[config.mk]
export PLATFORM = sky130hd
export DESIGN_NAME = dispatch_credit_ctrl
export DESIGN_NICKNAME = d
export VERILOG_FILES = /design/src/rtl/dispatch_credit_ctrl.sv
export SDC_FILE = /design/constraint.sdc
export NUM_CORES = 1
export LEC_CHECK = 0
export BUFFER_PORTS_ARGS = -buffer_cell sky130_fd_sc_hd__buf_2
export CORE_MARGIN = 2
export CORE_UTILIZATION = 61
export CTS_CLUSTER_DIAMETER = 150
export DETAILED_ROUTE_END_ITERATION = 10
export PLACE_DENSITY = 0.82
export SLEW_MARGIN = 20
export SYNTH_ARGS = -nofsm -noshare
export SYNTH_HDL_FRONTEND = slang
export SYNTH_SLANG_ARGS = --single-unit
[constraint.sdc]
create_clock -name i_clock -period 7.75 [get_ports i_clock]
set_clock_uncertainty 0.1 [all_clocks]
set_input_delay 1.55 -clock i_clock [delete_from_list [all_inputs] [get_ports i_clock]]
set_output_delay 1.55 -clock i_clock [all_outputs]
set_load 0.03 [all_outputs]
[src/rtl/dispatch_credit_ctrl.sv]
// dispatch_credit_ctrl: credit-based occupancy tracking for the ALU, branch,
// load/store and mult/div reservation stations and the ROB. Each class has a
// free-entry counter. Issued instructions charge credits and released entries
// return them. The registered counters drive the fullness flags that the
// issuer uses to stop.
// Optional feature: define CREDIT_CTRL_PERF_EN to add the o_stall_cycles
// performance counter.

package pkg_structures;
    // Instruction class as presented by the issuer.
    typedef enum logic [2:0] {
        AL = 3'd0,
        BR = 3'd1,
        LS = 3'd2,
        RB = 3'd3,
        MD = 3'd4,
        XX = 3'd5
    } instr_type_e;
endpackage

// One credit counter. The value is free entries, saturating at 0 and DEPTH.
module credit_ctr #(
    parameter int DEPTH = 8
) (
    input  logic       i_clock,
    input  logic       i_reset_n,
    input  logic       i_flush,
    input  logic [1:0] i_charge,
    input  logic [1:0] i_release,
    output logic       o_full,
    output logic       o_viol
);
    localparam int W = $clog2(DEPTH + 1);
    localparam logic [W-1:0]        DEPTH_W = W'(DEPTH);
    localparam logic signed [W+1:0] DEPTH_S = (W+2)'(DEPTH);

    logic [W-1:0]        r_cr;
    logic signed [W+1:0] w_cur, w_chg, w_rel, w_next;
    logic                w_under, w_over;

    // Two extra bits cover both -2 and DEPTH+2 without wrapping.
    assign w_cur   = {2'b00, r_cr};
    assign w_chg   = {{W{1'b0}}, i_charge};
    assign w_rel   = {{W{1'b0}}, i_release};
    assign w_next  = w_cur - w_chg + w_rel;
    assign w_under = (w_next < 0);
    assign w_over  = (w_next > DEPTH_S);

    // A threshold of 2 lets two same-class issues in one cycle always fit.
    assign o_full  = (r_cr < W'(2));
    // A flush discards the update, so it cannot report a violation.
    assign o_viol  = !i_flush && (w_under || w_over);

    // Counter update. Flush refills the counter, otherwise it saturates at the bounds.
    always_ff @(posedge i_clock or negedge i_reset_n) begin
        if (!i_reset_n)   r_cr <= DEPTH_W;
        else if (i_flush) r_cr <= DEPTH_W;
        else if (w_under) r_cr <= '0;
        else if (w_over)  r_cr <= DEPTH_W;
        else              r_cr <= w_next[W-1:0];
    end
endmodule

module dispatch_credit_ctrl #(
    parameter int ALU_DEPTH = 8,
    parameter int BR_DEPTH  = 4,
    parameter int LS_DEPTH  = 8,
    parameter int MD_DEPTH  = 4,
    parameter int ROB_DEPTH = 16
) (
    input  logic                                 i_clock,
    input  logic                                 i_reset_n,
    input  logic                                 i_flush,
    input  logic [1:0]                           i_issue_valid,
    input  pkg_structures::instr_type_e [1:0]    i_issue_type,
    input  logic [1:0]                           i_alu_release,
    input  logic [1:0]                           i_br_release,
    input  logic [1:0]                           i_ls_release,
    input  logic [1:0]                           i_md_release,
    input  logic [1:0]                           i_rob_release,
    output logic                                 o_full_alu,
    output logic                                 o_full_branch,
    output logic                                 o_full_load_store,
    output logic                                 o_full_mult_div,
    output logic                                 o_full_rob,
    output logic                                 o_credit_error
`ifdef CREDIT_CTRL_PERF_EN
    ,output logic [31:0]                         o_stall_cycles
`endif
);
    import pkg_structures::*;

    // Class index: 0 alu, 1 br, 2 ls, 3 md, 4 rob.
    localparam int NCLS = 5;

    logic [NCLS-1:0][1:0] w_charge;
    logic [NCLS-1:0][1:0] w_release;
    logic [NCLS-1:0]      w_full;
    logic [NCLS-1:0]      w_viol;
    logic                 r_err;

    assign w_release = {i_rob_release, i_md_release, i_ls_release, i_br_release, i_alu_release};

    // Charge per class. Every valid slot takes one ROB entry, and station classes also take one station entry.
    always_comb begin
        w_charge = '0;
        for (int s = 0; s < 2; s++) begin
            if (i_issue_valid[s]) begin
                w_charge[4] = w_charge[4] + 2'd1;
                case (i_issue_type[s])
                    AL:      w_charge[0] = w_charge[0] + 2'd1;
                    BR:      w_charge[1] = w_charge[1] + 2'd1;
                    LS:      w_charge[2] = w_charge[2] + 2'd1;
                    MD:      w_charge[3] = w_charge[3] + 2'd1;
                    default: ;
                endcase
            end
        end
    end

    for (genvar g = 0; g < NCLS; g++) begin : g_cls
        localparam int DEP = (g == 0) ? ALU_DEPTH :
                             (g == 1) ? BR_DEPTH  :
                             (g == 2) ? LS_DEPTH  :
                             (g == 3) ? MD_DEPTH  : ROB_DEPTH;
        credit_ctr #(.DEPTH(DEP)) u_ctr (
            .i_clock   (i_clock),
            .i_reset_n (i_reset_n),
            .i_flush   (i_flush),
            .i_charge  (w_charge[g]),
            .i_release (w_release[g]),
            .o_full    (w_full[g]),
            .o_viol    (w_viol[g])
        );
    end

    // Sticky protocol-violation flag. Only reset clears it.
    always_ff @(posedge i_clock or negedge i_reset_n) begin
        if (!i_reset_n)   r_err <= 1'b0;
        else if (|w_viol) r_err <= 1'b1;
    end

    assign o_full_alu        = w_full[0];
    assign o_full_branch     = w_full[1];
    assign o_full_load_store = w_full[2];
    assign o_full_mult_div   = w_full[3];
    assign o_full_rob        = w_full[4];
    assign o_credit_error    = r_err;

`ifdef CREDIT_CTRL_PERF_EN
    logic [31:0] r_stall;

    // Count cycles in which the issuer is throttled. Flush cycles are excluded and the count saturates.
    always_ff @(posedge i_clock or negedge i_reset_n) begin
        if (!i_reset_n)
            r_stall <= '0;
        else if (!i_flush && (|w_full) && (r_stall != 32'hFFFF_FFFF))
            r_stall <= r_stall + 32'd1;
    end

    assign o_stall_cycles = r_stall;
`endif
endmodule

# --- Yosys cells after proc, flatten, opt, wreduce, memory -nomap -nowiden ---
# Cells that the tools add are included.
word_totals:
  regBits: 20
  elab_cells: 81
  input_bits: 21
op_classes:
  reduce_logical: 14
  magnitude_cmp: 15
  n_eq_ne: 6
  n_addsub: 15
  n_mux: 25
ops:
  columns: ["op", "count"]
  rows:
  - ["$mux W4", 6]
  - ["$mux W3", 6]
  - ["$mux W5", 3]
  - ["$add A5 B3 Y6", 2]
  - ["$gt A6 B5 Y1 const B", 2]
  - ["$lt A6 B1 Y1 const B", 2]
  - ["$add A2 B1 Y2 const B", 5]
  - ["$add A4 B3 Y5", 2]
  - ["$gt A5 B4 Y1 const B", 2]
  - ["$lt A5 B1 Y1 const B", 2]
  - ["$mux W10", 1]
  - ["$sub A4 B2 Y5", 2]
  - ["$mux W9", 1]
  - ["$lt A4 B2 Y1 const B", 2]
  - ["$mux W2", 4]
  - ["$sub A3 B2 Y4", 2]
  - ["$add A6 B3 Y7", 1]
  - ["$gt A7 B6 Y1 const B", 1]
  - ["$lt A7 B1 Y1 const B", 1]
  - ["$eq A3 B1 Y1 const B", 2]
  - ["$eq A3 B2 Y1 const B", 2]
  - ["$eq A3 B3 Y1 const B", 2]
  - ["$logic_not A3 Y1", 2]
  - ["$lt A3 B2 Y1 const B", 2]
  - ["7 further kinds", 18]

# --- Depth between registers and ports, before layout ---
# Gate-level depths: netlist of the first run.
logic_depth:
  ltp_word: 12
  ltp_mapped: 15

# --- Modules after synthesis ---
# Synthesis of the first run repeated with hierarchy kept, for this count alone.
unflattened:
  hier_cells: 297
  area_unflattened_um2: 2663.8
by_module_without_submodules:
  columns: ["module", "instances", "cells_per_inst", "area_per_inst_um2"]
  rows:
  - ["credit_ctr at g_cls[1].u_ctr ...", 2, 39, 375.4]
  - ["credit_ctr at g_cls[0].u_ctr", 1, 60, 568.0]
  - ["credit_ctr at g_cls[4].u_ctr", 1, 59, 551.8]
  - ["credit_ctr at g_cls[2].u_ctr", 1, 66, 531.8]
  - ["dispatch_credit_ctrl", 1, 34, 261.5]

# --- Worst setup path after synthesis of the first run ---
# OpenSTA, ideal clock, no wires.
synth_timing:
  path_type: "input -> register"
  from: "input i_issue_type[1] (netlist name)"
  to: "register r_err, in the netlist o_credit_error"
  t_arrival_ns: 4.665
  setup_slack_ns: 2.855
  t_required_ns: 7.521
  cell_stages: 14
  path_buffers: 0
  cell_sequence: "nand2b_1 -> nor3b_1 -> ha_1 -> mux2_2 -> ha_1 -> fa_1 -> inv_1 -> fa_1 -> nor2_1 -> nand2_1 -> a21oi_1 -> a31oi_1 -> or3_1 -> o41a_1"
synth_between:
  elab_chain_len: 12
  word_cells_on_any_way: 43
  cone_classes: "add/sub: 12; order compare: 8; eq/ne: 3; mux: 10; reduce/logical: 10"
synth_lines:
  columns: ["item", "line_no", "source"]
  rows:
  - ["start: declaration", "75", "input pkg_structures::instr_type_e [1:0] i_issue_type,"]
  - ["$eq A3 B2 Y1, or another cell as far along", "110", "case (i_issue_type[s])"]
  - ["$mux W1", "110", null]
  - ["$mux W9 (*)", "108", "if (i_issue_valid[s]) begin"]
  - ["$add A2 B1 Y2 (on tied branches)", null, null]
  - ["$mux W2", "110", null]
  - ["$mux W10 (*)", "108", null]
  - ["$sub A4 B2 Y5 / $sub A3 B2 Y4 (equally long branches)", "45", "assign w_next = w_cur - w_chg + w_rel;"]
  - ["$add A5 B3 Y6 / $add A4 B3 Y5 (equally long branches)", "45", null]
  - ["$lt A6 B1 Y1, or another cell as far along", "46", "assign w_under = (w_next < 0);"]
  - ["$logic_or A1 B1 Y1", "52", "assign o_viol = !i_flush && (w_under || w_over);"]
  - ["$logic_and A1 B1 Y1", "52", null]
  - ["$reduce_or A5 Y1 (*)", "140", "else if (|w_viol) r_err <= 1'b1;"]
  - ["end signal: assignment", "139", "if (!i_reset_n) r_err <= 1'b0;"]
  - ["end signal: assignment", "140", null]
  - ["end: declaration", "100", "logic r_err;"]
# Every way passes the cells marked *; elsewhere a longest branch is shown, timed or not.
# A chain may end at the register's enable or synchronous reset.

# --- Worst setup path after layout of the first run ---
# Ends and elaborated chain as after synthesis.

==> results of run 1 <==
[worst min-delay path, stage by stage, from the launching register on]
cell and delay, ns:
dfrtp_1 0.39, or3_1 0.12, o41a_1 0.11
[registers in the layout, summed over array words and instances, names as in the netlist]
register,cells
g_cls.u_ctr.r_cr,19
o_credit_error,1
[metrics by stage]
step / cell area [um^2] / total power [mW] / cells / hold slack (ns)
after detailed placement: 2260 / 0.633 / 306 / 0.519
after global routing: 2290 / 0.765 / 310 / 0.586
after CTS: 2290 / 0.691 / 310 / 0.554
final: 2290 / 0.688 / 310 / 0.551
after floorplan: 2090 / 0.538 / 238 / 0.604
after global placement: 2260 / 0.621 / 306 / 0.515
[layout make-up]
class / instances / area (um^2)
Tap cell: 46 / 57.6
Multi-Input combinational cell: 179 / 1440
Inverter: 35 / 131
Timing Repair Buffer: 26 / 130
Clock buffer: 4 / 26.3
Fill cell: 276 / 1020
Sequential cell: 20 / 507
[cells by family after synthesis]
kind of cell / after synthesis
AOI/OAI and AO/OA: 45
xor gates and xnor gates: 15
adders and majority gates: 35
buffers and inverters: 39
DFF: 20
muxes: 6
and+or+nand+nor: 78
[worst max path at each step]
stage	to	slack, ns	cells past startpoint
after floorplan	o_credit_error	2.86	14
after global placement	o_credit_error	2.59	15
after detailed placement	o_credit_error	2.48	15
after CTS	o_credit_error	2.84	15
after global routing	o_credit_error	2.61	15
final	o_credit_error	2.83	15
[metal layers]
layer	wire length (um)	track usage	up-vias	share of wire
met5	0	0	-	0
met4	50	0.0667	0	0.013
met3	154	0.0216	4	0.040
met2	1870	0.402	39	0.48
met1	1800	0.283	828	0.46
li1	-	-	878	-
[power by group]
group / internal [mW] / switching (mW) / total (mW)
registers: 0.144 / 0.0287 / 0.173
clock network: 0.0201 / 0.0339 / 0.0540
logic: 0.197 / 0.264 / 0.461
[layout by cell type (no fill, tap or decap), types with 2 or more instances in the layout]
master | synthesis | routed
a211o_1 | 2 | 2
a211oi_1 | 5 | 5
a21o_1 | 2 | 2
a21oi_1 | 9 | 9
a31oi_1 | 6 | 6
and2_1 | 5 | 5
buf_2 | 0 | 26
clkbuf_4 | 0 | 3
dfrtp_1 | 15 | 15
dfstp_2 | 5 | 5
fa_1 | 10 | 10
ha_1 | 25 | 25
inv_1 | 35 | 35
mux2_2 | 5 | 5
nand2_1 | 12 | 12
nand2b_1 | 4 | 4
nand3_1 | 4 | 4
nor2_1 | 15 | 15
nor3_1 | 19 | 19
nor3b_1 | 8 | 8
nor4_1 | 2 | 2
o21ai_0 | 9 | 9
or3_1 | 2 | 2
xnor2_1 | 9 | 9
xor2_1 | 6 | 6
==> metrics.csv, run 1 <==
metric,value,unit
path_buf_inv,2,
worstHoldEndpoint,o_credit_error,
r2r_start,g_cls[3].u_ctr.r_cr[0],
fin_ws,2.83,ns
drtIter0Drc,98,
cp_max_fo,4,
die_w,62.6,um
irDropWorstVdd,0.000123,V
synth.avg_cell_area,8.79,um^2
wirelength,3870,um
reg2reg_slack,4.79,ns
fmax,203,MHz
vias_per_cell,5.64,
crit_top_cell,ha_1,
antenna_found_initial,0,
postCtsSetupRepairBufs,0,
synthAdderAreaFrac,0.245,
n_antenna_cell,0,
coreArea,3310,um^2
drive_gt1_frac,0.178,
final_nets,321,
place.gp.congestion,0.844,
worst_pin_slew,0.563,ns
routedWlPerCell,12.5,um
ant_nets,0,
yosysUniqueCellTypes,44,
synth.area.top_cells,"dfrtp_1, ha_1, fa_1",
synth_warnings,0,
synth_common_cells,"inv_1, ha_1, nor3_1",
synth_enable_flop_cells,0,
grt_pass1_vias,1697,
synth_top_area_frac,0.179,
yosysSeqAreaShare,0.242,
die_h,62.6,um
grt-ovfl-total,0,
root_buffer,clkbuf_4,
die-area,3910,um^2
drtPass1Iterations,4,
ys.flop_type,dfrtp_1,
start_util,0.632,
critPathArrivalTime,5.04,ns
final_max_slew_viol_count,0,
crit_path_end_kind,register,
io_pins,27,
synthXorXnorAreaFrac,0.0628,
rsz0062_at_grt,no,
hpwl,3100,um
cts_tree,done,
synthesis.nets,294,
pre_cts_slack,2.48,ns
finalCritPeriodShare,0.635,
clockBufferDepth,2,
hold_viol_final,0,
min_path_cells,2,
slew_headroom,0.622,
area_growth,9.51,%
vias,1749,
crit_type,input pin to register,
grt_use_total,0.223,
yosys.area.top_type,dfrtp_1,
grt_max_degree,21,
final_core_util,0.692,
min_path_type,register to register,
maxCapViolations,0,
cp-start-kind,input pin,
hold_buffers,0,
leakage,1.07,nW
cts.reportedPaths.clkPinSlew,0.13,ns
cts_max_level,1,
setup_viol,0,
syn_inst,238,
synth-async-reset-ratio,1.00,
num_rows,21,
worstRegToRegCells,11,
clock-sinks,20,
tns,0,ns
regToRegEndpoint,o_credit_error,
post-synth-top-count-cell,inv_1,
synth-compound-area-share,0.152,
synth_area,2090,um^2
drc,0,
critPathRequiredTime,7.86,ns
port_buffers,26,
worst_path_max_delay_cell,fa_1,
status,finished clean,
grt_pass1_wl,7070,um
crit_family,adder cells,
cts-buffers-inserted,3,
cellPowerDensity,300,nW/um^2
post_synth_mux_area_share,0.0317,
yosys.area_share.simple,0.196,
critPathMaxStageDelay,0.49,ns
path_cells,buf_2 -> nand2b_1 -> nor3b_1 -> ha_1 -> mux2_2 -> ha_1 -> fa_1 -> inv_1 -> ha_1 -> a21oi_1 -> nand2_1 -> a21oi_1 -> a31oi_1 -> or3_1 -> o41a_1,
insertion_delay,0.31,ns
critPathLaunch,i_issue_type[1],
synth_top_family_by_area,adder cells,
hp-start,o_credit_error,
finalCriticalPeriod,4.92,ns
cts_resized,0,
ys_seq_elements,20,
Power figures use the tool's default switching activity.
==> inputs of run 2 (changes only) <==
CORE_UTILIZATION = 59   (was 61)
PLACE_DENSITY = 0.79   (was 0.82)
clock period = 5 ns   (was 7.75 ns; I/O delays follow)
==> metrics.csv, run 2 (synthesized netlist as in run 1, its figures left out) <==
metric,value,unit,change
status,finished clean,,unchanged
area_growth,9.51,%,unchanged
die_h,63.5,um,was 62.6 um
critPathArrivalTime,4.47,ns,was 5.04 ns
finalCritPeriodShare,0.874,,
root_buffer,clkbuf_4,,unchanged
num-fill-cells,299,,was 276
cts.reportedPaths.clkPinSlew,0.13,ns,about the same
path_buf_inv,2,,unchanged
largest_reg_flops,19,,unchanged
leakage,1.07,nW,unchanged
num_rows,21,,unchanged
wirelength,4030,um,was 3870 um
worst_path_max_delay_cell,fa_1,,unchanged
grt_max_degree,21,,unchanged
crit_type,input pin to register,,unchanged
cts_tree,done,,unchanged
n_antenna_cell,0,,unchanged
setup_viol,0,,unchanged
grt_use_total,0.226,,was 0.223
slew_headroom,0.614,,was 0.622
crit_family,adder cells,,unchanged
antenna_found_initial,0,,unchanged
coreArea,3360,um^2,was 3310 um^2
hold_buffers,0,,unchanged
final_nets,321,,unchanged
wl_met2,1970,um,was 1870 um
drc,0,,unchanged
vias_per_cell,5.41,,was 5.64
drive_gt1_frac,0.178,,unchanged
wl_met1,1960,um,was 1800 um
vias,1676,,was 1749
fin_area,2290,um^2,unchanged
cts_resized,0,,unchanged
tns,0,ns,unchanged
die_w,63.5,um,was 62.6 um
maxCapViolations,0,,unchanged
final_common_cell,inv_1,,unchanged
clock-sinks,20,,unchanged
cp_max_fo,3,,was 4
grt-ovfl-total,0,,unchanged
port_buffers,26,,unchanged
finalCriticalPeriod,4.37,ns,
postCtsSetupRepairBufs,0,,unchanged
crit_path_end_kind,register,,unchanged
critPathMaxStageDelay,0.48,ns,was 0.49 ns
insertion_delay,0.30,ns,was 0.31 ns
fmax,229,MHz,
rsz0062_at_grt,no,,unchanged
ant_nets,0,,unchanged
place.gp.congestion,0.853,,was 0.844
top_layer,met4,,unchanged
drtPass1Iterations,5,,was 4
start_util,0.622,,was 0.632
hold_viol_final,0,,unchanged
routedWlPerCell,13.0,um,was 12.5 um
r2r_start,g_cls[3].u_ctr.r_cr[0],,unchanged
io_pins,27,,unchanged
cts_max_level,1,,unchanged
min_path_type,input pin to asynchronous set/reset pin,,was register to register
hpwl,3280,um,was 3100 um
regMostFlops,g_cls.u_ctr.r_cr,,unchanged
cp-start-kind,input pin,,unchanged
critPathLaunch,i_issue_type[1],,unchanged
grt_pass1_vias,1710,,was 1697
drtIter0Drc,66,,was 98
die-area,4040,um^2,was 3910 um^2
mostFrequentLayoutCells,"inv_1, buf_2, ha_1, nor3_1",,unchanged
met3_length,86,um,was 154 um
placed_cell_area,2260,um^2,unchanged
grt_pass1_wl,7340,um,was 7070 um
clockBufferDepth,2,,unchanged
critPathRequiredTime,5.10,ns,was 7.86 ns
path_cells,buf_2 -> nand2b_1 -> nor3b_1 -> ha_1 -> mux2_2 -> ha_1 -> fa_1 -> inv_1 -> fa_1 -> nor2_1 -> nand2_1 -> a21oi_1 -> a31oi_1 -> or3_1 -> o41a_1,,was buf_2 -> nand2b_1 -> nor3b_1 -> ha_1 -> mux2_2 -> ha_1 -> fa_1 -> inv_1 -> ha_1 -> a21oi_1 -> nand2_1 -> a21oi_1 -> a31oi_1 -> or3_1 -> o41a_1
final_max_slew_viol_count,0,,unchanged
cts-buffers-inserted,3,,unchanged
worst_pin_slew,0.575,ns,was 0.563 ns
irDropWorstVdd,0.000255,V,was 0.000123 V
cellPowerDensity,467,nW/um^2,was 300 nW/um^2
## run 2: cell counts in the layout (fill, tap and decap cells not counted)
No cell type changed its count.
## run 2: where the power goes
part	total [mW]	leakage [nW]	internal [mW]	switching [mW]
registers	0.271	0.252	0.223	0.0477
clock network	0.0818	0.0150	0.0310	0.0508
logic	0.716	0.800	0.304	0.412
## run 2: worst register-to-register path: stages (launching register included)
cell     delay [ns]
dfrtp_1        0.36
inv_1          0.05
ha_1           0.21
fa_1           0.48
inv_1          0.07
fa_1           0.47
nor2_1         0.16
nand2_1        0.07
a21oi_1        0.16
a31oi_1        0.07
or3_1          0.36
o41a_1         0.30
## run 2: area by class of cell
type,count,area (um^2),share of cell area
Timing Repair Buffer,26,130,0.0568
Multi-Input combinational cell,179,1440,0.628
Tap cell,46,57.6,0.0251
Sequential cell,20,507,0.221
Inverter,35,131,0.0573
Clock buffer,4,26.3,0.0115
## run 2: metrics by stage
step	setup WS, ns	power, mW	std cells	util	hold slack (ns)
finish	0.629	1.07	310	0.681	0.535
global route	0.419	1.20	310	0.681	0.544
CTS	0.633	1.07	310	0.681	0.548
detailed placement	0.288	0.989	306	0.673	0.525
global placement	0.370	0.969	306	0.673	0.520
floorplan	0.655	0.834	238	-	0.604
## run 2: path summary, 6_finish.rpt
kind | to | slack, ns | cells past startpoint
worst max register to register | o_credit_error | 2.05 | 11
min in group i_clock | o_credit_error | 0.56 | 2
max in group asynchronous | g_cls[4].u_ctr.r_cr[4] | 3.90 | 1
worst max-delay path | o_credit_error | 0.63 | 15
worst min-delay path | o_credit_error | 0.54 | 1
worst min register to register | o_credit_error | 0.56 | 2
## run 2: metal layers
layer,vias up,track usage
li1,873,-
met1,781,0.302
met2,20,0.396
met3,2,0.0232
met4,0,0.0489
met5,-,0
==> inputs of run 3 (changes only) <==
GPL_TIMING_DRIVEN = 0   (was not set)
==> metrics.csv, run 3 (synthesized netlist as in run 1, its figures left out) <==
metric,value,unit,change
status,finished clean,,unchanged
vias,1719,,was 1676
grt_pass1_wl,7400,um,was 7340 um
worst_pin_slew,0.591,ns,was 0.575 ns
coreArea,3360,um^2,unchanged
fmax,224,MHz,was 229 MHz
start_util,0.622,,unchanged
drtPass1Iterations,4,,was 5
drc,0,,unchanged
final_nets,324,,was 321
mostFrequentLayoutCells,"inv_1, ha_1, buf_2, nor3_1",,"was inv_1, buf_2, ha_1, nor3_1"
cts_tree,done,,unchanged
routedWlPerCell,12.7,um,was 13.0 um
fin_area,2310,um^2,was 2290 um^2
regMostFlops,g_cls.u_ctr.r_cr,,unchanged
place.gp.congestion,0.822,,was 0.853
critPathRequiredTime,5.09,ns,was 5.10 ns
crit_type,input pin to register,,unchanged
crit_path_end_kind,register,,unchanged
drtIter0Drc,66,,unchanged
vias_per_cell,5.49,,was 5.41
root_buffer,clkbuf_4,,unchanged
hpwl,3300,um,was 3280 um
drive_gt1_frac,0.176,,was 0.178
tns,0,ns,unchanged
cp_max_fo,3,,unchanged
cts_max_level,1,,unchanged
grt_pass1_vias,1758,,was 1710
die-area,4040,um^2,unchanged
hold_viol_final,0,,unchanged
critPathArrivalTime,4.56,ns,was 4.47 ns
insertion_delay,0.30,ns,about the same
hold_buffers,0,,unchanged
finalCriticalPeriod,4.47,ns,was 4.37 ns
clock-sinks,20,,unchanged
die_h,63.5,um,unchanged
port_buffers,25,,was 26
grt_use_total,0.224,,was 0.226
area_growth,10.5,%,was 9.51%
cts.reportedPaths.clkPinSlew,0.12,ns,was 0.13 ns
ant_nets,0,,unchanged
clockBufferDepth,2,,unchanged
cellPowerDensity,468,nW/um^2,was 467 nW/um^2
io_pins,27,,unchanged
finalCritPeriodShare,0.894,,was 0.874
num-fill-cells,307,,was 299
irDropWorstVdd,0.000269,V,was 0.000255 V
n_antenna_cell,0,,unchanged
rsz0062_at_grt,no,,unchanged
postCtsSetupRepairBufs,0,,unchanged
die_w,63.5,um,unchanged
maxCapViolations,0,,unchanged
placed_cell_area,2270,um^2,was 2260 um^2
cts-buffers-inserted,3,,unchanged
final_common_cell,inv_1,,unchanged
wirelength,3980,um,was 4030 um
slew_headroom,0.603,,was 0.614
min_path_type,input pin to asynchronous set/reset pin,,unchanged
largest_reg_flops,19,,unchanged
final_max_slew_viol_count,0,,unchanged
grt-ovfl-total,0,,unchanged
cp-start-kind,input pin,,unchanged
grt_max_degree,21,,unchanged
leakage,1.07,nW,about the same
antenna_found_initial,0,,unchanged
setup_viol,0,,unchanged
cts_resized,0,,unchanged
num_rows,21,,unchanged
==> run 3: critical path, stage by stage <==
cell and delay (ns):
buf_2 0.10, nand2b_1 0.18, nor3b_1 0.33, ha_1 0.28, mux2_2 0.27, ha_1 0.21, fa_1 0.51, inv_1 0.07
fa_1 0.50, nor2_1 0.15, nand2_1 0.07, a21oi_1 0.15, a31oi_1 0.07, or3_1 0.36, o41a_1 0.31
==> run 3: where the power goes <==
part	total, mW	switching, mW	internal (mW)	leakage [nW]
Sequential	0.270	0.0465	0.223	0.252
Clock	0.0964	0.0521	0.0444	0.0210
Combinational	0.716	0.409	0.307	0.801
==> run 3: cell type report <==
type | count | area (um^2) | area share
multi-input cells | 179 | 1440 | 0.623
flip-flops and latches | 20 | 507 | 0.219
inverters | 35 | 131 | 0.0568
repair buffers | 25 | 125 | 0.0541
well taps | 46 | 57.6 | 0.0249
clock buffers | 4 | 36.3 | 0.0157
plain buffers | 4 | 15.0 | 0.00650
==> run 3: layer usage <==
metal  vias up  track usage  share of wire
met3         4       0.0196          0.034
met5         -            0              0
met4         0       0.0571         0.0098
li1        882            -              -
met1       797        0.289           0.47
met2        36        0.401           0.49
==> run 3: per-stage QoR <==
step                hold WS (ns)  setup WS (ns)  power [mW]  instances  utilization
CTS                        0.542          0.549        1.09        313        0.687
global route               0.537          0.428        1.21        313        0.687
detailed placement         0.508          0.214       0.989        309        0.676
global placement           0.518          0.323       0.964        309        0.676
finish                     0.532          0.532        1.08        313        0.687
floorplan                  0.604          0.655       0.834        238            -
==> run 3: worst paths after layout <==
path                                     endpoint  slack, ns  cells past startpoint              startpoint
setup / recovery                   o_credit_error       0.53                     15         i_issue_type[1]
min in group i_clock               o_credit_error       0.55                      2          o_credit_error
setup reg to reg                   o_credit_error       2.02                     11  g_cls[3].u_ctr.r_cr[0]
max in group asynchronous  g_cls[2].u_ctr.r_cr[3]       3.91                      1               i_reset_n
hold / removal             g_cls[4].u_ctr.r_cr[3]       0.53                      1               i_reset_n
hold reg to reg                    o_credit_error       0.55                      2          o_credit_error
